## config.mk

```make
export PLATFORM = sky130hd
export DESIGN_NAME = pipe_stage_skid_latch
export DESIGN_NICKNAME = d
export VERILOG_FILES = /design/src/rtl/pipe_stage_skid_latch.sv
export SDC_FILE = /design/constraint.sdc
export NUM_CORES = 1
export LEC_CHECK = 0
export BUFFER_PORTS_ARGS = -buffer_cell sky130_fd_sc_hd__buf_2
export CAP_MARGIN = 0
export CORE_ASPECT_RATIO = 1.4
export CORE_MARGIN = 2
export CORE_UTILIZATION = 30
export CTS_BUF_LIST = sky130_fd_sc_hd__clkbuf_2 sky130_fd_sc_hd__clkbuf_4 sky130_fd_sc_hd__clkbuf_8
export DETAILED_ROUTE_END_ITERATION = 16
export GPL_TIMING_DRIVEN = 0
export HOLD_SLACK_MARGIN = 0.12
export PLACE_DENSITY = 0.49
export SLEW_MARGIN = 30
export SYNTH_ARGS = -nofsm -noshare
export SYNTH_HDL_FRONTEND = slang
export SYNTH_SLANG_ARGS = --single-unit
```

## constraint.sdc

```tcl
create_clock -name clk -period 2.5 [get_ports clk]
set_input_delay 0.25 -clock clk [delete_from_list [all_inputs] [get_ports clk]]
set_output_delay 0.25 -clock clk [all_outputs]
set_load 0.05 [all_outputs]
```

## src/rtl/pipe_stage_skid_latch.sv

```systemverilog
// Pipeline stage register with a valid/ready handshake and a two-entry skid buffer.
// Flush squashes held entries; out_ctrl shows CTRL_BUBBLE whenever the stage is empty.
module pipe_stage_skid_latch #(
  parameter int unsigned DATA_WIDTH = 16,
  parameter int unsigned NUM_FIELDS = 3,
  parameter int unsigned CTRL_WIDTH = 7,
  parameter logic [CTRL_WIDTH-1:0] CTRL_BUBBLE = {CTRL_WIDTH{1'b0}}
) (
  input  logic                             clk,
  input  logic                             rst,
  input  logic                             in_valid,
  output logic                             in_ready,
  input  logic [DATA_WIDTH*NUM_FIELDS-1:0] in_data,
  input  logic [CTRL_WIDTH-1:0]            in_ctrl,
  output logic                             out_valid,
  input  logic                             out_ready,
  output logic [DATA_WIDTH*NUM_FIELDS-1:0] out_data,
  output logic [CTRL_WIDTH-1:0]            out_ctrl,
  input  logic                             flush,
  output logic [1:0]                       occupancy
);

  localparam int unsigned PW = DATA_WIDTH * NUM_FIELDS;

  logic [PW-1:0]         main_data;
  logic [CTRL_WIDTH-1:0] main_ctrl;
  logic                  main_valid;
  logic [PW-1:0]         skid_data;
  logic [CTRL_WIDTH-1:0] skid_ctrl;
  logic                  skid_valid;
  logic                  accept;
  logic                  consume;

  // in_ready comes straight from the skid flag, so upstream never sees a path from out_ready.
  assign in_ready = ~skid_valid;
  assign accept   = in_valid & ~skid_valid;
  assign consume  = main_valid & out_ready;

  always_ff @(posedge clk or negedge rst) begin
    if (!rst) begin
      main_data  <= '0;
      main_ctrl  <= '0;
      main_valid <= 1'b0;
      skid_data  <= '0;
      skid_ctrl  <= '0;
      skid_valid <= 1'b0;
    end else if (flush) begin
      main_valid <= 1'b0;
      skid_valid <= 1'b0;
    end else if (!main_valid || consume) begin
      if (skid_valid) begin
        main_data  <= skid_data;
        main_ctrl  <= skid_ctrl;
        main_valid <= 1'b1;
        skid_valid <= 1'b0;
      end else if (accept) begin
        main_data  <= in_data;
        main_ctrl  <= in_ctrl;
        main_valid <= 1'b1;
      end else begin
        main_valid <= 1'b0;
      end
    end else if (accept) begin
      // Main is stalled: park the in-flight entry in skid.
      skid_data  <= in_data;
      skid_ctrl  <= in_ctrl;
      skid_valid <= 1'b1;
    end
  end

  assign out_valid = main_valid;
  assign out_data  = main_data;
  assign out_ctrl  = main_valid ? main_ctrl : CTRL_BUBBLE;
  assign occupancy = {1'b0, main_valid} + {1'b0, skid_valid};

endmodule

```

==> flow_metrics.tcl <==
set metrics [dict create \
    cp_cell_sequence "nor2b_4, nor3_4, buf_6, mux2_2" \
    cts_max_level 3 \
    initial_core_util_pct 30.44 \
    grt_pass1_vias 3410 \
    regToRegSetupSlack_ns 0.43 \
    die_y_microns 155.3 \
    crit_buf_inv 1 \
    synthCells 310 \
    synth_ff_type "dfrtp_1" \
    regToRegEndpoint "out_data[39]" \
    period_minus_slack_ns 2.071 \
    drtPass1Iterations 4 \
    rsz0062_at_grt "no" \
    viasPerCell 4.475 \
    yosysUniqueCellTypes 16 \
    ys_seq_area_share_pct 57.17 \
    ys_top_cells_by_count "157 x mux2_2, 112 x dfrtp_1, 10 x buf_2" \
    wl_per_cell_microns 15.12 \
    cts_resized 0 \
    final_nets 558 \
    gp_congestion 0.6940 \
    syn_area_sq_um 4902 \
    dp.cells 628 \
    drive_gt1_share_pct 61.75 \
    hold_path.class "in -> reg" \
    max_slew_margin_pct 53.40 \
    drt_iter0_markers 72 \
    core-area_sq_um 16100 \
    yosysTopAreaCellShare_pct 57.17 \
    worst_slew_pin_slew_ns 0.6967 \
    cpLargestDelayFamily "simple AND/OR/NAND/NOR gates" \
    syn_to_final_growth_pct 33.23 \
    finalSetupViolCount 0 \
    worstPathArrival_ns 2.34 \
    hold_viol 0 \
    multi_input_area_sq_um 1986 \
    crit_end "out_data[39]" \
    clkTransAtPathRegs_ns 0.10 \
    outcome "finished, final reports clean" \
    synth_edf_count 0 \
    cp-start-kind "flop" \
    max-vdd-ir-drop_v 0.0003271 \
    end_kind "flop" \
    grt-ovfl-total 0 \
    pwr_density_cell_nw_per_um2 744.7 \
    dieArea_sq_um 17390 \
    synth_fp_nets 371 \
    period_share_pct 82.84 \
    finalWirelength_microns 10600 \
    n_antenna_cell 0 \
    rr_startpoint "out_valid" \
    crit_cells 4 \
    reg2regPathDepth 4 \
    drc 0 \
    slowest_stage "nor3_4" \
    synth_area_leaders "dfrtp_1 57%, mux2_2 36%, mux2_1 1.8%, buf_6 1.1%, buf_2 1.0%" \
    path_max_fanout 11 \
    cts_made_buffers 9 \
    num_vias 3137 \
    ant_nets 0 \
    tritoncts "built" \
    numPortBuffers 118 \
    fin_tns_setup_ns 0 \
    path_class "reg -> reg" \
    clock_latency_ns 0.38 \
    drv_slew 0 \
    synthArstFlopShare_pct 100.0 \
    cp.required_ns 2.77 \
    finalNonFillerCells 701 \
    grt_pass1_wl_microns 17350 \
    synth-seq-cells 112 \
    dpl.hpwl_microns 7304 \
    leakage_uw 0.002956 \
    ios 119 \
    die_x_microns 112.0 \
    max_stage_delay_ns 0.58 \
    yosysMostFrequentCell "mux2_2" \
    avgSynthCellArea_sq_um 15.81 \
    std_cell_rows 55 \
    yosys.area.top_type "dfrtp_1" \
    grt_max_degree 60 \
    antenna_found_initial 0 \
    yosysWarningCount 0 \
    nFillCells 1565 \
    grtUsageTotal_pct 12.72 \
    fmax_mhz 482.8 \
    startpoint "out_valid" \
    regArea_sq_um 2803 \
    fin_skew_ns 0.008757 \
    cts.sinks 112 \
    clockRootBuffer "clkbuf_8" \
    cts_buffer_depth 2 \
    max-cap-violations 0 \
]
==> registers in the layout (all words and copies together) (netlist names) <==
signal / count
main_ctrl: 7
out_data: 48
skid_ctrl: 7
out_valid: 1
skid_data: 48
skid_valid: 1
==> tightest hold or removal path, cell delays in order <==
cell      delay, ns
buf_2          0.11
nand2b_1       0.13
nor3_1         0.05
==> worst min path at each step <==
stage               slack [ns]  cells after the start          from            to
floorplan                -0.05                      0           rst  main_ctrl[0]
global placement          0.46                      1  out_data[26]  out_data[26]
detailed placement        0.22                      1           rst   out_data[5]
CTS                       0.17                      3     out_ready    skid_valid
global route              0.18                      3     out_ready    skid_valid
finish                    0.20                      3     out_ready    skid_valid
==> per-layer routing <==
metal	global-route usage (%)	vias to the layer above	routed length, microns
met5	0	-	0
met4	4.878	0	167
met3	3.000	12	442
met2	23.29	64	5599
met1	14.27	1579	4388
li1	-	1482	-
==> per-stage QoR <==
stage	setup WS [ns]	util (%)	total power [uW]	cell area [sq um]	hold slack [ns]
after floorplan	0.6069	-	3425	4902	-0.04559
after global placement	-0.2742	35.66	3765	5742	0.4646
after detailed placement	0.3668	35.89	3822	5779	0.2178
after CTS	0.3518	40.56	4955	6531	0.1709
after global routing	0.3076	40.56	5130	6531	0.1845
final	0.4289	40.56	4864	6531	0.1968
==> layout by cell type (no fill, tap or decap), types with 2 or more instances in the layout <==
cell / Yosys / routed
dlygate4sd3_1: 0 / 57
clkinv_2: 0 / 2
clkinv_4: 0 / 2
nor2_1: 2 / 2
and2_1: 7 / 7
clkbuf_8: 0 / 10
mux2_2: 157 / 157
mux2_1: 8 / 8
buf_6: 5 / 5
buf_2: 10 / 127
dfrtp_1: 112 / 112
==> power by group <==
part / total, uW / leakage (uW) / internal [uW] / switching, uW
clock network: 1030 / 0.0000926 / 394 / 640
registers: 2390 / 0.00135 / 2200 / 182
logic: 1440 / 0.00152 / 572 / 871
total: 4860 / 0.00296 / 3170 / 1690
==> area by class of cell <==
cell class	instances	share of cell area [%]
Timing Repair Buffer	176	18.35
Tap cell	199	3.812
Clock buffer	10	2.107
Multi-Input combinational cell	181	30.40
Buffer	16	1.686
Inverter	1	0.05747
Sequential cell	112	42.91
Clock inverter	6	0.6705
==> logic make-up (layout without fill, tap and decap cells) <==
group           count (synthesis)  count (layout)  share of synthesized area, %
mux                           165             165                         37.90
buf+inv                        17             209                         2.322
compound gates                  1               1                        0.1020
fa+ha+maj                       1               1                        0.2552
simple gates                   14              14                         2.246
flops                         112             112                         57.17
==> timing repair <==
| action | 4_1_cts | 5_1_grt |
|---|---|---|
| setup buffers | 0 | 0 |
| hold buffers | 57 | 0 |
| hold endpoints to repair | 115 | 0 |
(Power assumes the default switching activity.)
